==> config.mk <==
export PLATFORM = sky130hd
export DESIGN_NAME = sys_cmd_host
export DESIGN_NICKNAME = d
export VERILOG_FILES = /design/src/rtl/sys_cmd_host.sv
export SDC_FILE = /design/constraint.sdc
export NUM_CORES = 1
export LEC_CHECK = 0
export BUFFER_PORTS_ARGS = -buffer_cell sky130_fd_sc_hd__clkbuf_2
export CAP_MARGIN = 20
export CORE_AREA = 2 2 84 86
export CTS_CLUSTER_DIAMETER = 100
export DETAILED_ROUTE_END_ITERATION = 8
export DIE_AREA = 0 0 86 88
export MAX_ROUTING_LAYER = met4
export PLACE_DENSITY = 0.78
export SYNTH_ARGS = -nofsm -noshare
export SYNTH_HDL_FRONTEND = slang
export SYNTH_SLANG_ARGS = --single-unit
==> constraint.sdc <==
create_clock -name CLK -period 3.4 [get_ports CLK]
set_input_delay 0.34 -clock CLK [delete_from_list [all_inputs] [get_ports CLK]]
set_output_delay 0.34 -clock CLK [all_outputs]
set_load 0.05 [all_outputs]
==> src/rtl/sys_cmd_host.sv <==
// Host-side command initiator for the SYS_CNTRL UART link.
// Serialises one accepted command into its byte frame on a TX byte stream,
// then collects the LSB-first response from an RX byte stream, aborting
// with a timeout pulse when the gap between response bytes grows too long.
module sys_cmd_host #(
  parameter int DATA_WIDTH     = 8,
  parameter int ADDR_SIZE      = 4,
  parameter int ALU_FUN_WIDTH  = 4,
  parameter int RSP_WIDTH      = 16,
  parameter int TIMEOUT_CYCLES = 4096,
  parameter int TMR_WIDTH      = 13
) (
  input  logic                     CLK,
  input  logic                     RST,
  input  logic                     CMD_VALID,
  output logic                     CMD_READY,
  input  logic [1:0]               CMD_TYPE,
  input  logic [ADDR_SIZE-1:0]     CMD_ADDR,
  input  logic [DATA_WIDTH-1:0]    CMD_A,
  input  logic [DATA_WIDTH-1:0]    CMD_B,
  input  logic [ALU_FUN_WIDTH-1:0] CMD_FUN,
  output logic [DATA_WIDTH-1:0]    TX_DATA,
  output logic                     TX_VALID,
  input  logic                     TX_READY,
  input  logic [DATA_WIDTH-1:0]    RX_DATA,
  input  logic                     RX_VALID,
  output logic [RSP_WIDTH-1:0]     RSP_DATA,
  output logic                     RSP_VALID,
  output logic                     TIMEOUT_ERR,
  output logic                     BUSY
);

  typedef enum logic [1:0] {IDLE = 2'd0, SEND = 2'd1, WAIT_RSP = 2'd2} state_t;

  localparam logic [TMR_WIDTH-1:0] TMR_LAST = TMR_WIDTH'(TIMEOUT_CYCLES - 1);

  state_t                state, state_nxt;
  logic [DATA_WIDTH-1:0] frame     [4];
  logic [DATA_WIDTH-1:0] frame_nxt [4];
  logic [1:0]            last_idx, last_idx_nxt;   // index of the final frame byte
  logic [1:0]            rsp_len, rsp_len_nxt;     // response bytes expected (0..2)
  logic [1:0]            byte_idx, byte_idx_nxt;
  logic                  rx_cnt, rx_cnt_nxt;       // response bytes received so far
  logic [TMR_WIDTH-1:0]  timer, timer_nxt;
  logic [DATA_WIDTH-1:0] tx_data_nxt;
  logic                  tx_valid_nxt;
  logic [RSP_WIDTH-1:0]  rsp_data_nxt;
  logic                  rsp_valid_nxt;
  logic                  timeout_err_nxt;

  logic                  accept;
  logic                  tx_fire;
  logic                  tx_last;
  logic                  rx_last;
  logic                  tmr_exp;
  logic [DATA_WIDTH-1:0] addr_byte;
  logic [DATA_WIDTH-1:0] fun_byte;

  assign accept    = CMD_VALID && CMD_READY;
  assign tx_fire   = TX_VALID && TX_READY;
  assign tx_last   = (byte_idx == last_idx);
  assign rx_last   = ({1'b0, rx_cnt} == (rsp_len - 2'd1));
  assign tmr_exp   = (timer == TMR_LAST);
  assign addr_byte = DATA_WIDTH'(CMD_ADDR);
  assign fun_byte  = DATA_WIDTH'(CMD_FUN);

  // State register; reset aborts any frame in flight.
  always_ff @(posedge CLK) begin
    if (!RST) state <= IDLE;
    else      state <= state_nxt;
  end

  // Next-state decode: accept -> stream frame -> optional response wait.
  always_comb begin
    state_nxt = state;
    case (state)
      IDLE:     if (accept) state_nxt = SEND;
      SEND:     if (tx_fire && tx_last) state_nxt = (rsp_len == 2'd0) ? IDLE : WAIT_RSP;
      WAIT_RSP: if (RX_VALID ? rx_last : tmr_exp) state_nxt = IDLE;
      default:  state_nxt = IDLE;
    endcase
  end

  // Next values for the frame store, counters and every registered output.
  always_comb begin
    frame_nxt       = frame;
    last_idx_nxt    = last_idx;
    rsp_len_nxt     = rsp_len;
    byte_idx_nxt    = byte_idx;
    rx_cnt_nxt      = rx_cnt;
    timer_nxt       = timer;
    tx_data_nxt     = TX_DATA;
    tx_valid_nxt    = TX_VALID;
    rsp_data_nxt    = RSP_DATA;
    rsp_valid_nxt   = 1'b0;
    timeout_err_nxt = 1'b0;
    case (state)
      IDLE: begin
        if (accept) begin
          // Unused trailing frame slots are simply never transmitted.
          case (CMD_TYPE)
            2'd0: begin
              frame_nxt[0] = DATA_WIDTH'(8'hAA);
              frame_nxt[1] = addr_byte;
              frame_nxt[2] = CMD_A;
              last_idx_nxt = 2'd2;
              rsp_len_nxt  = 2'd0;
            end
            2'd1: begin
              frame_nxt[0] = DATA_WIDTH'(8'hBB);
              frame_nxt[1] = addr_byte;
              last_idx_nxt = 2'd1;
              rsp_len_nxt  = 2'd1;
            end
            2'd2: begin
              frame_nxt[0] = DATA_WIDTH'(8'hCC);
              frame_nxt[1] = CMD_A;
              frame_nxt[2] = CMD_B;
              frame_nxt[3] = fun_byte;
              last_idx_nxt = 2'd3;
              rsp_len_nxt  = 2'd2;
            end
            default: begin
              frame_nxt[0] = DATA_WIDTH'(8'hDD);
              frame_nxt[1] = fun_byte;
              last_idx_nxt = 2'd1;
              rsp_len_nxt  = 2'd2;
            end
          endcase
          byte_idx_nxt = 2'd0;
          rsp_data_nxt = '0;
          tx_valid_nxt = 1'b1;
          tx_data_nxt  = frame_nxt[0];
        end
      end
      SEND: begin
        if (tx_fire) begin
          if (tx_last) begin
            tx_valid_nxt  = 1'b0;
            timer_nxt     = '0;
            rx_cnt_nxt    = 1'b0;
            rsp_valid_nxt = (rsp_len == 2'd0);
          end else begin
            byte_idx_nxt = byte_idx + 2'd1;
            tx_data_nxt  = frame[byte_idx_nxt];
          end
        end
      end
      WAIT_RSP: begin
        // A byte arriving on the expiry cycle takes priority over the timeout.
        if (RX_VALID) begin
          timer_nxt = '0;
          if (rx_cnt) rsp_data_nxt[2*DATA_WIDTH-1:DATA_WIDTH] = RX_DATA;
          else        rsp_data_nxt[DATA_WIDTH-1:0]            = RX_DATA;
          rx_cnt_nxt    = 1'b1;
          rsp_valid_nxt = rx_last;
        end else if (tmr_exp) begin
          timeout_err_nxt = 1'b1;
        end else begin
          timer_nxt = timer + TMR_WIDTH'(1);
        end
      end
      default: ;
    endcase
  end

  // Register outputs and counters; the frame store holds plain data and needs no reset.
  always_ff @(posedge CLK) begin
    frame <= frame_nxt;
    if (!RST) begin
      TX_DATA     <= '0;
      TX_VALID    <= 1'b0;
      RSP_DATA    <= '0;
      RSP_VALID   <= 1'b0;
      TIMEOUT_ERR <= 1'b0;
      BUSY        <= 1'b0;
      CMD_READY   <= 1'b1;
      last_idx    <= 2'd0;
      rsp_len     <= 2'd0;
      byte_idx    <= 2'd0;
      rx_cnt      <= 1'b0;
      timer       <= '0;
    end else begin
      TX_DATA     <= tx_data_nxt;
      TX_VALID    <= tx_valid_nxt;
      RSP_DATA    <= rsp_data_nxt;
      RSP_VALID   <= rsp_valid_nxt;
      TIMEOUT_ERR <= timeout_err_nxt;
      BUSY        <= (state_nxt != IDLE);
      CMD_READY   <= (state_nxt == IDLE);
      last_idx    <= last_idx_nxt;
      rsp_len     <= rsp_len_nxt;
      byte_idx    <= byte_idx_nxt;
      rx_cnt      <= rx_cnt_nxt;
      timer       <= timer_nxt;
    end
  end

endmodule

==> run metrics, run 1 <==
status finished, final reports clean; final wirelength 7.12 mm; syn nets 395; 1st-pass router iterations 4; ys async rst share 0; Post-synth top flop dfxtp_1; Final Cycle Share 0.719; initial antenna violation count 0; Clock Latency Late Sink around 0.35 ns; Crit. End Element flop; Final Instance Count excl. Fillers 498; cells after synthesis 350; DR WL/cell 14.3 um; post-detail-place hpwl 5.00 mm; setup_tns 0 ns; I/O Pins 68; total track usage 0.206; gr ovfl total 0; largest cells by area after synthesis dfxtp_1 28%, edfxtp_1 19%, mux2i_1 7.8%; final hold viol count 0; P&R area growth vs syn 15.9%; pwr dens 499 nW/um2; core box area about 6600 um2; antenna fix cells 0; Post-CTS Resized 0; vias per cell 5.46; RSZ-0062 raised after global routing false; Worst Setup Start Kind flop; Final Critical Period 2.45 ns; Worst Path Required approximately 3.6 ns; post-synthesis register bit count 74; Clock Tree Buf Depth 2; reg2reg start state[0]; max-cap viol count 0; die area around 7600 um2; DP Cell Count about 480; r2r worst-path depth 7; fmax 0.409 GHz; Vias 2,720; Horiz. Die Dim 86 um; max-slew violation count 0; Data arrival, critical path 2.66 ns; pin count of the biggest net entering global routing 43; sequential area share after synthesis 0.477; Clk pin slew, worst setup/hold paths around 0.080 ns; Leak between 1.5 and 2 nW; # Post-CTS Setup Buffers 0; CTS tree built; EDFF count, synth 23; total CTS buffers 9; Iter 0 DRT Violations 87; Yosys top cell area share 0.285; Netlist cell types between 50 and 60; Tightest Pin Transition 0.781 ns; cell area after synthesis 3580 um2; Worst R2R End timer[6]; Worst Setup SP state[0]; Final Cell Area 4160 um2; Die Span Y 88 um; CP endpoint timer[6]; Cell Area, Placed just under 4000 um2; final setup fails 0; Power, Total 0.00207 W; NumNets Final 458; vias in the first global route between 2k and 3k; Initial Util 0.540; fin util 0.625; fraction of layout cells with a size suffix above 1 0.263; Slew headroom 0.477; Setup CP Type flop to flop; root buffer cell clkbuf_8; count of input and output buffers 67; GPL Wtd Cong 0.827; most numerous cell in the Yosys netlist dfxtp_1; worst min-delay path class primary input to flop; r2r setup slk 0.95 ns; cts hold-fix bufs 0; Max rail drop VDD 0.266 mV; CTS sink count 74; remaining antenna violation count 0; num rows 30; H-tree depth 3; Syn. warnings 0; drc violations 0; Yosys top cell by area dfxtp_1; Post-synth top cells 51 x dfxtp_1, 39 x nor2_1, 28 x mux2i_1; first-pass GRT wire length 11.8 mm; Avg Cell Area, Syn 10.2 um2; Worst Path Max Fanout 17; Setup Skew slightly above 0.007 ns
-- worst max-delay path: stages (launching register included) --
cell and delay, ns:
dfxtp_1 0.35, inv_1 0.09, ha_1 0.55, or3b_1 0.42, nor4_1 0.45, or4_1 0.23, xor2_1 0.18, nor2_1 0.05
-- registers in the layout, summed over array words and instances, names as in the netlist --
register	flops
byte_idx	2
last_idx	2
rsp_len	2
CMD_READY	1
BUSY	1
RSP_VALID	1
rx_cnt	1
state	2
RSP_DATA	16
TX_VALID	1
TX_DATA	8
TIMEOUT_ERR	1
timer	13
frame	23
-- cells in the final DEF, fill, tap and decap left out, types with 3 or more instances in the layout --
| cell | n |
|---|---|
| clkbuf_2 | 67 |
| o211a_1 | 6 |
| dfxtp_1 | 51 |
| inv_1 | 10 |
| a21oi_1 | 7 |
| mux4_2 | 3 |
| edfxtp_1 | 23 |
| a31oi_1 | 3 |
| ha_1 | 6 |
| mux2i_1 | 28 |
| nor2b_1 | 22 |
| nand4_1 | 5 |
| xor2_1 | 8 |
| nor3_1 | 9 |
| nand3_1 | 11 |
| nor2_1 | 39 |
| mux2_2 | 12 |
| nand2b_1 | 4 |
| clkinv_2 | 3 |
| clkbuf_8 | 9 |
| and3_1 | 3 |
| a21boi_0 | 3 |
| a221oi_1 | 3 |
| o21ai_0 | 9 |
| nand2_1 | 18 |
| and2_1 | 13 |
-- where the power goes --
part / internal, W / switching, W / total (W)
sequential: 0.000972 / 0.0000304 / 0.00100
combinational: 0.000144 / 0.000253 / 0.000397
clock: 0.000337 / 0.000336 / 0.000673
total: 0.00145 / 0.000620 / 0.00207
-- worst min-delay path by stage --
stage | from | to | cells past startpoint
6_report | CMD_FUN[3] | frame[3] | 1
5_1_grt | CMD_FUN[3] | frame[3] | 1
4_1_cts | CMD_FUN[3] | frame[3] | 1
3_5_place_dp | timer[12] | timer[12] | 2
3_3_place_gp | timer[12] | timer[12] | 2
2_1_floorplan | timer[12] | timer[12] | 2
-- through the flow --
| step | setup WS, ns | hold slack, ns |
|---|---|---|
| after floorplan | 1.46 | 0.433 |
| after global placement | 1.09 | 0.452 |
| after detailed placement | 1.00 | 0.454 |
| after CTS | 0.988 | 0.174 |
| after global routing | 0.787 | 0.178 |
| final | 0.954 | 0.183 |
-- kinds of logic after synthesis --
| logic type | after synthesis | share of synthesized area |
|---|---|---|
| flops | 74 | 0.477 |
| fa+ha+maj | 6 | 0.0209 |
| simple gates | 137 | 0.200 |
| xor+xnor | 12 | 0.0335 |
| compound gates | 49 | 0.101 |
| buf+inv | 29 | 0.0328 |
| mux | 43 | 0.135 |
-- per-layer routing --
layer | track usage | routed length [um] | part of all wire | up-vias
met4 | 0.0938 | 161 | 0.023 | 0
met2 | 0.323 | 3390 | 0.48 | 90
met3 | 0.0471 | 375 | 0.053 | 14
met5 | - | 0 | 0 | -
li1 | - | - | - | 1377
met1 | 0.252 | 3200 | 0.45 | 1239
-- layout make-up --
cell class / count / area [um2]
fillers: 566 / 2490
multi-input cells: 247 / 1760
flip-flops and latches: 74 / 1710
repair buffers: 69 / 350
clock buffers: 9 / 124
well taps: 80 / 100
clock inverters: 7 / 68.8
inverters: 12 / 45.0
Note: power is estimated with default switching activity, not from simulation.
==> inputs of run 2 (changes only) <==
clock period = 2.56 ns   (was 3.4 ns; I/O delays follow)
==> run metrics, run 2 (synthesis results as in run 1) <==
status finished, final reports clean; Die Span Y 88 um; antenna fix cells 0; total CTS buffers 9; Gate power share 0.199; core box area 6640 um2; H-tree depth 3; P&R area growth vs syn 18.0%; Post-CTS Resized 0; final setup fails 0; CTS sink count 74; cts hold-fix bufs 0; GPL Wtd Cong 0.835; Clock Tree Buf Depth 2; Worst Setup Start Kind flop; setup_tns 0 ns; Final Cell Area 4230 um2; number of flip-flops in the largest register 23; pin count of the biggest net entering global routing 42; # Post-CTS Setup Buffers 0; met3 Use GR 0.0509; RSZ-0062 raised after global routing false; Clk pin slew, worst setup/hold paths 0.08 ns; Horiz. Die Dim 86 um; Setup Skew 0.00436 ns; Iter 0 DRT Violations 98; final hold viol count 0; sw frac 0.296; Crit. End Element flop; Worst R2R End timer[6]; vias in the first global route between 2k and 3k; NumNets Final about 470; Tightest Pin Transition 0.636 ns; DR WL/cell 14.3 um; Sw Pwr 0.000820 W; remaining antenna violation count 0; max-slew violation count 0; gr ovfl total 0; GR peak layer met2; CP endpoint timer[6]; P_int 0.00196 W; Final Cycle Share 0.869; root buffer cell clkbuf_8; CTS tree built; initial antenna violation count 0; r2r worst-path depth 7; Fill cells 551; final wirelength 7.24 mm; met1 usage 0.252; Worst Setup SP state[1]; drc violations 0; I/O Pins slightly below 70; vias per cell 5.42; num rows 30; WHS 0.0952 ns; post-detail-place hpwl 5.33 mm; Initial Util 0.540; r2r setup slk roughly 0.34 ns; fmax 0.450 GHz; count of input and output buffers 67; Final Critical Period between 2 and 2.5 ns; sequential fraction of design power 0.480; total track usage 0.208; Clock Power Share 0.321; Cell Area, Placed 4030 um2; max-cap viol count 0; reg2reg start state[1]; Clock Latency Late Sink 0.35 ns; Worst Path Required roughly 2.8 ns; most frequent cells in the layout 67 x clkbuf_2, 51 x dfxtp_1, 39 x nor2_1, 28 x mux2i_1, 23 x edfxtp_1; first-pass GRT wire length 11.9 mm; largest registers frame: 23 flops, RSP_DATA: 16 flops, timer: 13 flops; pwr dens 656 nW/um2; commonest non-fill, non-tap cell in the layout clkbuf_2; most flop-heavy register frame; die area 7570 um2; Final Instance Count excl. Fillers just over 500; worst min-delay path class primary input to flop; fin util 0.637; Setup CP Type flop to flop; Leak 1.77 nW; 1st-pass router iterations 4; grt met2 use 0.341; Slew headroom 0.576; Vias approximately 2.7k; Worst Path Max Fanout 14; fraction of layout cells with a size suffix above 1 0.279; Max rail drop VDD 0.351 mV; DP Cell Count 491; Data arrival, critical path 2.47 ns
run 2: cell types whose count changed in the layout (fill, tap and decap cells not counted):
cell	previous run	this run
buf_4	2	11
bufinv_16	1	0
clkbuf_16	0	1
clkbuf_8	9	11
clkinvlp_4	2	1
inv_6	1	0
run 2: power by group through the flow:
stage          combinational [W]  sequential (W)  clock [W]
2_1_floorplan           0.000297         0.00145          0
3_3_place_gp            0.000543         0.00136          0
3_5_place_dp            0.000552         0.00136          0
4_1_cts                 0.000553         0.00133   0.000913
5_1_grt                 0.000596         0.00134   0.000965
6_report                0.000552         0.00133   0.000891
run 2: per-stage QoR:
step	setup WS [ns]	total power, W
finish	0.336	0.00278
global route	0.197	0.00290
CTS	0.338	0.00280
detailed placement	0.355	0.00191
global placement	0.424	0.00190
floorplan	0.625	0.00175
run 2: metal layers:
metal,wire [um],vias up
met5,0,-
met2,3510,82
li1,-,1393
met3,342,17
met1,3270,1257
met4,124,0
run 2: area by class of cell:
class / count / area, um2 / share of cell area
clock buffer: 12 / 176 / 0.0417
clock inverter: 4 / 22.5 / 0.00533
inverter: 12 / 45.0 / 0.0107
multi-input combinational: 247 / 1760 / 0.415
sequential: 74 / 1710 / 0.405
tap: 80 / 100 / 0.0237
timing repair buffer: 78 / 418 / 0.0988
run 2: how the worst min path moves through the flow:
stage                      endpoint  cells past startpoint        from
after floorplan            frame[0]                      0  CMD_FUN[0]
after global placement    timer[12]                      2   timer[12]
after CTS                  frame[1]                      1  CMD_FUN[1]
after detailed placement   frame[1]                      1  CMD_FUN[1]
after global routing       frame[1]                      1  CMD_FUN[1]
final                      frame[1]                      1  CMD_FUN[1]
run 2: critical path: stages (launching register included):
cell     delay [ns]
dfxtp_1        0.35
inv_1          0.13
ha_1           0.48
and3_1         0.26
a31oi_1        0.16
or4_1          0.55
xor2_1         0.15
nor2_1         0.05
